===== src/rtl/dm_load_unit_if.sv =====
// Pipeline-side load request/response and data-memory read handshake for dm_load_unit.
// The unit uses the slave view; the surrounding pipeline/memory (or a bench) uses the master view.
interface dm_load_unit_if;
    logic        ld_valid;
    logic        ld_ready;
    logic [31:0] ld_instr;
    logic [31:0] ld_addr;
    logic        flush;

    logic        mem_req;
    logic [31:0] mem_addr;
    logic        mem_ack;
    logic [31:0] mem_rdata;

    logic        ld_done;
    logic [31:0] ld_data;
    logic        ld_exc;
    logic [4:0]  ld_exccode;
    logic [31:0] ld_badaddr;

    modport slave (
        input  ld_valid, ld_instr, ld_addr, flush, mem_ack, mem_rdata,
        output ld_ready, mem_req, mem_addr, ld_done, ld_data, ld_exc, ld_exccode, ld_badaddr
    );

    modport master (
        output ld_valid, ld_instr, ld_addr, flush, mem_ack, mem_rdata,
        input  ld_ready, mem_req, mem_addr, ld_done, ld_data, ld_exc, ld_exccode, ld_badaddr
    );
endinterface


===== src/rtl/dm_load_unit.sv =====
// Data-memory load unit: one word-aligned read per load over a variable-latency req/ack
// handshake, byte/halfword extraction with sign/zero extension, AdEL and DBE exceptions.
module dm_load_unit #(
    parameter int unsigned TIMEOUT = 16
) (
    input  logic          clk,
    input  logic          reset,
    dm_load_unit_if.slave bus
);

    typedef enum logic [1:0] {
        S_IDLE,
        S_REQ,
        S_RESP,
        S_ERR
    } state_e;

    typedef enum logic [5:0] {
        OP_LB  = 6'b100000,
        OP_LH  = 6'b100001,
        OP_LW  = 6'b100011,
        OP_LBU = 6'b100100,
        OP_LHU = 6'b100101
    } opcode_e;

    localparam logic [4:0]  EXC_ADEL = 5'd4;
    localparam logic [4:0]  EXC_DBE  = 5'd7;
    localparam int unsigned CNT_W    = (TIMEOUT > 1) ? $clog2(TIMEOUT) : 1;

    state_e      state_q, state_d;
    logic [5:0]  op_q, op_d;
    logic [31:0] addr_q, addr_d;
    logic [CNT_W-1:0] cnt_q, cnt_d;
    logic        kill_q, kill_d;
    logic [31:0] data_q, data_d;
    logic [4:0]  code_q, code_d;

    logic [5:0]  in_op;
    logic        timeout_hit;
    logic        kill_now;

    function automatic logic is_load(input logic [5:0] op);
        case (op)
            OP_LB, OP_LBU, OP_LH, OP_LHU, OP_LW: is_load = 1'b1;
            default:                             is_load = 1'b0;
        endcase
    endfunction

    function automatic logic is_misaligned(input logic [5:0] op, input logic [1:0] lo);
        case (op)
            OP_LH, OP_LHU: is_misaligned = lo[0];
            OP_LW:         is_misaligned = (lo != 2'b00);
            default:       is_misaligned = 1'b0;
        endcase
    endfunction

    function automatic logic [31:0] extract(input logic [5:0] op, input logic [1:0] lo,
                                            input logic [31:0] word);
        logic [7:0]  byte_v;
        logic [15:0] half_v;
        case (lo)
            2'd0:    byte_v = word[7:0];
            2'd1:    byte_v = word[15:8];
            2'd2:    byte_v = word[23:16];
            default: byte_v = word[31:24];
        endcase
        half_v = lo[1] ? word[31:16] : word[15:0];
        case (op)
            OP_LB:   extract = {{24{byte_v[7]}}, byte_v};
            OP_LBU:  extract = {24'h0, byte_v};
            OP_LH:   extract = {{16{half_v[15]}}, half_v};
            OP_LHU:  extract = {16'h0, half_v};
            default: extract = word;
        endcase
    endfunction

    assign in_op       = bus.ld_instr[31:26];
    assign timeout_hit = (TIMEOUT != 0) && (cnt_q == CNT_W'(TIMEOUT - 1));
    // A flush arriving in the same cycle as the ack/timeout must also swallow the response.
    assign kill_now    = kill_q | bus.flush;

    always_comb begin
        // NOTE: every next-state signal gets its hold value first so no path leaves it unassigned (no latch).
        state_d = state_q;
        op_d    = op_q;
        addr_d  = addr_q;
        cnt_d   = cnt_q;
        kill_d  = kill_q;
        data_d  = data_q;
        code_d  = code_q;

        case (state_q)
            S_IDLE: begin
                kill_d = 1'b0;
                if (bus.ld_valid && !bus.flush && is_load(in_op)) begin
                    op_d   = in_op;
                    addr_d = bus.ld_addr;
                    cnt_d  = '0;
                    if (is_misaligned(in_op, bus.ld_addr[1:0])) begin
                        code_d  = EXC_ADEL;
                        state_d = S_ERR;
                    end else begin
                        state_d = S_REQ;
                    end
                end
            end

            S_REQ: begin
                if (bus.flush) begin
                    kill_d = 1'b1;
                end
                // Ack has priority over a timeout landing in the same cycle.
                if (bus.mem_ack) begin
                    kill_d = 1'b0;
                    if (kill_now) begin
                        state_d = S_IDLE;
                    end else begin
                        data_d  = extract(op_q, addr_q[1:0], bus.mem_rdata);
                        state_d = S_RESP;
                    end
                end else if (timeout_hit) begin
                    kill_d = 1'b0;
                    if (kill_now) begin
                        state_d = S_IDLE;
                    end else begin
                        code_d  = EXC_DBE;
                        state_d = S_ERR;
                    end
                end else begin
                    cnt_d = cnt_q + 1'b1;
                end
            end

            S_RESP:  state_d = S_IDLE;
            S_ERR:   state_d = S_IDLE;
            default: state_d = S_IDLE;
        endcase
    end

    always_ff @(posedge clk) begin
        if (reset) begin
            state_q <= S_IDLE;
            op_q    <= '0;
            addr_q  <= '0;
            cnt_q   <= '0;
            kill_q  <= 1'b0;
            data_q  <= '0;
            code_q  <= '0;
        end else begin
            // NOTE: non-blocking assignments so every register samples the pre-edge value of the others.
            state_q <= state_d;
            op_q    <= op_d;
            addr_q  <= addr_d;
            cnt_q   <= cnt_d;
            kill_q  <= kill_d;
            data_q  <= data_d;
            code_q  <= code_d;
        end
    end

    assign bus.ld_ready   = (state_q == S_IDLE);
    assign bus.mem_req    = (state_q == S_REQ);
    assign bus.mem_addr   = {addr_q[31:2], 2'b00};
    assign bus.ld_done    = (state_q == S_RESP) && !bus.flush;
    assign bus.ld_exc     = (state_q == S_ERR) && !bus.flush;
    assign bus.ld_data    = data_q;
    assign bus.ld_exccode = code_q;
    assign bus.ld_badaddr = addr_q;

endmodule


===== src/flat_wrapper.sv =====
// flat-port wrapper written by rule: the top's interface ports become plain ports
module dm_load_unit_flat 
#(
    parameter int unsigned TIMEOUT = 16
)
  (clk, reset, bus_ld_valid, bus_ld_instr, bus_ld_addr, bus_flush, bus_mem_ack, bus_mem_rdata, bus_ld_ready, bus_mem_req, bus_mem_addr, bus_ld_done, bus_ld_data, bus_ld_exc, bus_ld_exccode, bus_ld_badaddr);
  dm_load_unit_if bus_i ();
  input  logic clk;
  input  logic reset;
  input wire logic [$bits(bus_i.ld_valid)-1:0] bus_ld_valid;
  input wire logic [$bits(bus_i.ld_instr)-1:0] bus_ld_instr;
  input wire logic [$bits(bus_i.ld_addr)-1:0] bus_ld_addr;
  input wire logic [$bits(bus_i.flush)-1:0] bus_flush;
  input wire logic [$bits(bus_i.mem_ack)-1:0] bus_mem_ack;
  input wire logic [$bits(bus_i.mem_rdata)-1:0] bus_mem_rdata;
  output wire logic [$bits(bus_i.ld_ready)-1:0] bus_ld_ready;
  output wire logic [$bits(bus_i.mem_req)-1:0] bus_mem_req;
  output wire logic [$bits(bus_i.mem_addr)-1:0] bus_mem_addr;
  output wire logic [$bits(bus_i.ld_done)-1:0] bus_ld_done;
  output wire logic [$bits(bus_i.ld_data)-1:0] bus_ld_data;
  output wire logic [$bits(bus_i.ld_exc)-1:0] bus_ld_exc;
  output wire logic [$bits(bus_i.ld_exccode)-1:0] bus_ld_exccode;
  output wire logic [$bits(bus_i.ld_badaddr)-1:0] bus_ld_badaddr;
  assign bus_i.ld_valid = bus_ld_valid;
  assign bus_i.ld_instr = bus_ld_instr;
  assign bus_i.ld_addr = bus_ld_addr;
  assign bus_i.flush = bus_flush;
  assign bus_i.mem_ack = bus_mem_ack;
  assign bus_i.mem_rdata = bus_mem_rdata;
  assign bus_ld_ready = bus_i.ld_ready;
  assign bus_mem_req = bus_i.mem_req;
  assign bus_mem_addr = bus_i.mem_addr;
  assign bus_ld_done = bus_i.ld_done;
  assign bus_ld_data = bus_i.ld_data;
  assign bus_ld_exc = bus_i.ld_exc;
  assign bus_ld_exccode = bus_i.ld_exccode;
  assign bus_ld_badaddr = bus_i.ld_badaddr;
  dm_load_unit #(.TIMEOUT(TIMEOUT)) u_core (.clk(clk), .reset(reset), .bus(bus_i));
endmodule

===== config.mk =====
export PLATFORM = sky130hd
export DESIGN_NAME = dm_load_unit_flat
export DESIGN_NICKNAME = d
export VERILOG_FILES = /design/src/rtl/dm_load_unit_if.sv /design/src/rtl/dm_load_unit.sv /design/src/flat_wrapper.sv
export SDC_FILE = /design/constraint.sdc
export NUM_CORES = 1
export LEC_CHECK = 0
export BUFFER_PORTS_ARGS = -buffer_cell sky130_fd_sc_hd__clkbuf_2
export CAP_MARGIN = 40
export CORE_AREA = 5 5 114 116
export CTS_CLUSTER_DIAMETER = 100
export DETAILED_ROUTE_END_ITERATION = 8
export DIE_AREA = 0 0 119 121
export GPL_ROUTABILITY_DRIVEN = 1
export GPL_TIMING_DRIVEN = 0
export PLACE_DENSITY = 0.66
export SYNTH_ARGS = -nofsm -noshare
export SYNTH_HDL_FRONTEND = slang
export SYNTH_SLANG_ARGS = --single-unit

===== constraint.sdc =====
create_clock -name clk -period 1.74 [get_ports clk]
set_clock_uncertainty 0.1 [all_clocks]
set_input_delay 0.348 -clock clk [delete_from_list [all_inputs] [get_ports clk]]
set_output_delay 0.348 -clock clk [all_outputs]
set_load 0.005 [all_outputs]

Word level (Yosys, flattened, before mapping):

Cells that the tools add are included.

* add/subtract/negate cells: 1
* multipliers: 0
* divide/modulo/power cells: 0
* $lt $le $gt $ge: 0
* equal/unequal tests: 23
* shift-type cells: 0
* muxes and demuxes: 29
* bitwise operators: 2
* reductions and logical operators: 18

Operators with widths (number)
* 32-bit one-hot mux with 4 select lines: 1
* 6-bit == test, second input constant: 9
* 5-bit 2-to-1 mux: 5
* 8-bit one-hot mux with 3 select lines: 1
* 16-bit 2-to-1 mux: 1
* 2-bit 2-to-1 mux: 6
* 4-bit 2-to-1 mux: 3
* 5-bit one-hot mux with 2 select lines: 1
* 4-bit one-hot mux with 2 select lines: 1
* 1-bit 2-to-1 mux: 7
* 2-bit == test, second input constant: 3
* 2-bit by 1-bit inequality test with 1-bit output, second input constant: 3
* 2-bit inequality test, second input constant: 3
* 2-bit one-hot mux with 3 select lines: 1
* 2-bit AND reduction: 3
* 6-bit AND reduction: 1
* 5-bit OR reduction: 1
* 4-bit by 1-bit adder with 4-bit output, second input constant: 1
* 2-bit by 1-bit == test with 1-bit output, second input constant: 2
* 4-bit == test, second input constant: 1
* 1-bit logical AND: 4
* 2-bit zero test: 2
* 4-bit by 3-bit inequality test with 1-bit output, second input constant: 1
* 1-bit one-hot mux with 2 select lines: 2
* 8 further kinds: 10

* bits in registers: 82
* latch bits: 0
* memory bits (writable): 0
* bits in read-only memories: 0
* output and inout bits: 105
* logic and storage cells: 80
* memories kept: 0

Logic depth before layout (Yosys ltp):

* depth in word-level cells: 10
* depth in mapped cells: 6

Worst setup path before layout:

No wires, ideal clock.

* kind: reg2reg
* start: register u_core.addr_q[1], in the netlist u_core.bus.ld_badaddr[1]
* end: register u_core.data_q[20], in the netlist u_core.bus.ld_data[20]
* setup time: 0.143 ns
* data arrival time: 1.594 ns
* data required time: 1.497 ns
* setup slack: -0.098 ns
* stages on the path, launching flop included: 7
* path buffers: 2
* period minus slack after synthesis: 1.838 ns
* cell sequence: dfxtp_1 buf_6 mux2_2 mux2_2 a21oi_4 buf_6 a211oi_2

* longest elaborated chain between the ends: 3
* elaborated cells on any way between the ends: 6

Ends and longest elaborated chain
* start: declaration: RTL line dm_load_unit.sv:32 `logic [31:0] addr_q, addr_d;`
* start signal: assignment: RTL line dm_load_unit.sv:153 `addr_q <= addr_d;`
* 2-bit == test (tied with other cells): RTL line dm_load_unit.sv:61 `case (lo)`
* 8-bit one-hot mux with 3 select lines: RTL line dm_load_unit.sv:61
* 32-bit one-hot mux with 4 select lines *: RTL line dm_load_unit.sv:68 `case (op)`
* end signal: assignment: RTL line dm_load_unit.sv:156 `data_q <= data_d;`
* end: declaration: RTL line dm_load_unit.sv:35 `logic [31:0] data_q, data_d;`

Mark *: on every way between the ends. The rest lies on a longest branch, timed or not.
A chain may end at the register's enable or synchronous reset.

Worst setup path after layout:

* start: register u_core.op_q[1]
* end: register u_core.data_q[2], in the netlist u_core.bus.ld_data[2]

* longest elaborated chain between the ends: 2
* elaborated cells on any way between the ends: 5

Ends and longest elaborated chain
* start: declaration: RTL line dm_load_unit.sv:31 `logic [5:0] op_q, op_d;`
* start signal: assignment: RTL line dm_load_unit.sv:152 `op_q <= op_d;`
* 6-bit == test: RTL line dm_load_unit.sv:68
* 32-bit one-hot mux with 4 select lines *: RTL line dm_load_unit.sv:68

Marked as above.

==> out/qor.yml <==
synth_area_leader_cell: "dfxtp_1"
synth_edf_count: 0
cts_buffers: 9
cellLeakagePower_nw: 2.52
maxCapViolations: 0
ys_ff_latch: 79
cts_sinks: 79
die_h_um: 121
gp_congestion: 0.851
seqCellArea_um2: 1600
hold_slack_ns: 0.129
maxSlewHeadroom_pct: 53.3
synth_area_um2: 3900
worst_pin_slew_ns: 0.700
min_path_type: "primary input to register"
hpwl_mm: 9.96
port_buffers: 174
grt_max_degree: 12
drcViolationCount: 0
slowest_delay_ns: 0.57
cp_max_fo: 6
vias: 4120
synth-seq-area-share_pct: 40.5
synthArstFlopShare_pct: 0
dpl.cell_count: 784
finalCriticalPeriod_ns: 1.83
setup_viol: 30
slowest_stage: "or4b_4"
layout_setup_ws_ns: -0.0885
final_antenna_net_count: 0
required_ns: 1.84
rows: 40
drive_above_1_share_pct: 46.5
synthCells: 460
wl_per_cell_um: 16.2
start_util_pct: 33.1
syn_area_per_cell_um2: 8.49
clock.fmax_ghz: 0.547
ys_dominant_reg_cell: "dfxtp_1"
ir_drop_mv: 0.330
drt_pre_antenna_iters: 5
post-synth-top-area-fraction_pct: 40.5
arrival_ns: 1.93
rsz0062_at_grt: "yes"
multiInputGateArea_um2: 2050
status: "finished, violations left"
hold_viol: 0
dieArea_um2: 14400
yosysMostFrequentCell: "nand2_1"
pre_cts_ws_ns: -0.458
grtUsageTotal_pct: 18.0
nets: 765
vias_per_cell: 5.06
fillers: 1156
stdcell_count: 814
cellPowerDensity_nw_per_um2: 690
cts_max_level: 3
grt_pass1_wl_mm: 20.8
grt_pass1_vias: 4136
crit_path_end_kind: "register"
ios: 206
stdcell_area_um2: 5610
grt_overflow: 0
core_area_um2: 11800
drtIter0Drc: 250
drv_slew: 0
syn2layout_area_growth_pct: 43.6
crit_type: "register to register"
synth.area.top_cells: "dfxtp_1, nand2_1, buf_4"
yosysWarningCount: 0
die_x_um: 119
place_area_um2: 4980
clk_latency_ns: 0.34
clk_pin_slew_ns: 0.06
clk_path_buf_depth: 2
netlist_top_cells_count: "nand2_1, dfxtp_1, nor2_1"
antenna_found_initial: 0
ys_types: 46
tritoncts: "done"
critPathLaunchType: "register"
violations: "setup timing"
critical_path.cell_chain: "or4b_4 -> buf_12 -> buf_8 -> a221oi_1 -> a211oi_1"
wl_mm: 13.2
num_antenna_cells: 0
post-route-period-util_pct: 105
root_buffer: "clkbuf_16"
[what timing repair did]
| action | in CTS | in global routing |
|---|---|---|
| pin swaps | 12 | 6 |
| setup buffers | 12 | 1 |
| cloned | 1 | 1 |
| endpoints found under the setup margin | 77 | 67 |
| gates resized for setup | 39 | 29 |
| hold buffers | 0 | 0 |
[power breakdown]
part,leakage (nW),internal (mW),switching [mW]
Sequential,0.641,1.82,0.0106
Combinational,1.75,0.153,0.185
Clock,0.127,0.997,0.705
Total,2.52,2.97,0.900
[routing by layer]
metal / wire length (um) / track usage, % / share of wire (%)
met5: 0 / 0 / 0
met4: 280 / 7.46 / 2.1
met3: 1090 / 4.71 / 8.2
met2: 6610 / 32.1 / 50
met1: 5220 / 20.2 / 40
[per-stage QoR]
stage	TNS (ns)	util (%)	total power [mW]
final	-1.26	47.5	3.87
after global routing	-2.61	47.5	4.01
after CTS	-1.16	46.4	3.89
after detailed placement	-25.04	42.2	2.18
after global placement	-22.42	42.2	2.17
after floorplan	0	-	2.01
[layout make-up]
class	count	share of cell area (%)
Sequential cell	79	28.5
Multi-Input combinational cell	309	36.5
Timing Repair Buffer	189	17.9
Buffer	67	8.64
Tap cell	147	3.28
Inverter	8	0.536
Clock inverter	1	0.0893
Clock buffer	14	4.53
[flip-flops by register name (all words and copies together), names as in the netlist]
signal                 count
u_core.op_q                6
u_core.state_q             2
u_core.bus.ld_exccode      2
u_core.cnt_q               4
u_core.bus.ld_badaddr     32
u_core.kill_q              1
u_core.bus.ld_data        32
[critical path: cells and delay by family, from the launching register on]
family,cells,cell delay [ns]
AO/OA/AOI/OAI,2,0.40
buffers and inverters,2,0.30
flip-flops,1,0.32
AND/OR/NAND/NOR,1,0.57
[worst paths after layout]
kind | cells after the start | slack, ns | from | to
hold / removal | 3 | 0.13 | bus_ld_addr[24] | u_core.bus.ld_badaddr[24]$_SDFFE_PP0P_
setup reg to reg | 5 | -0.09 | u_core.op_q[1]$_SDFFE_PP0P_ | u_core.bus.ld_data[2]$_SDFFE_PP0P_
hold reg to reg | 2 | 0.37 | u_core.bus.ld_badaddr[3]$_SDFFE_PP0P_ | u_core.bus.ld_badaddr[3]$_SDFFE_PP0P_
setup / recovery | 5 | -0.09 | u_core.op_q[1]$_SDFFE_PP0P_ | u_core.bus.ld_data[2]$_SDFFE_PP0P_
[cell usage in the layout, fill, tap and decap left out, drive strengths merged, types with 12 or more instances in the layout]
master and count:
nor2 45, a31oi 13, clkbuf 208, nand2 98, dfxtp 79, buf 62, a21oi 42, a211oi 27
and3b 12
[cell families after synthesis]
kind of cell	synth area share, %
AOI/OAI and AO/OA	19.2
xor gates and xnor gates	0.673
adders and majority gates	0.320
buffers and inverters	11.5
DFF	40.5
muxes	5.19
other	0.0960
and+or+nand+nor	22.5
(Power assumes the default switching activity.)
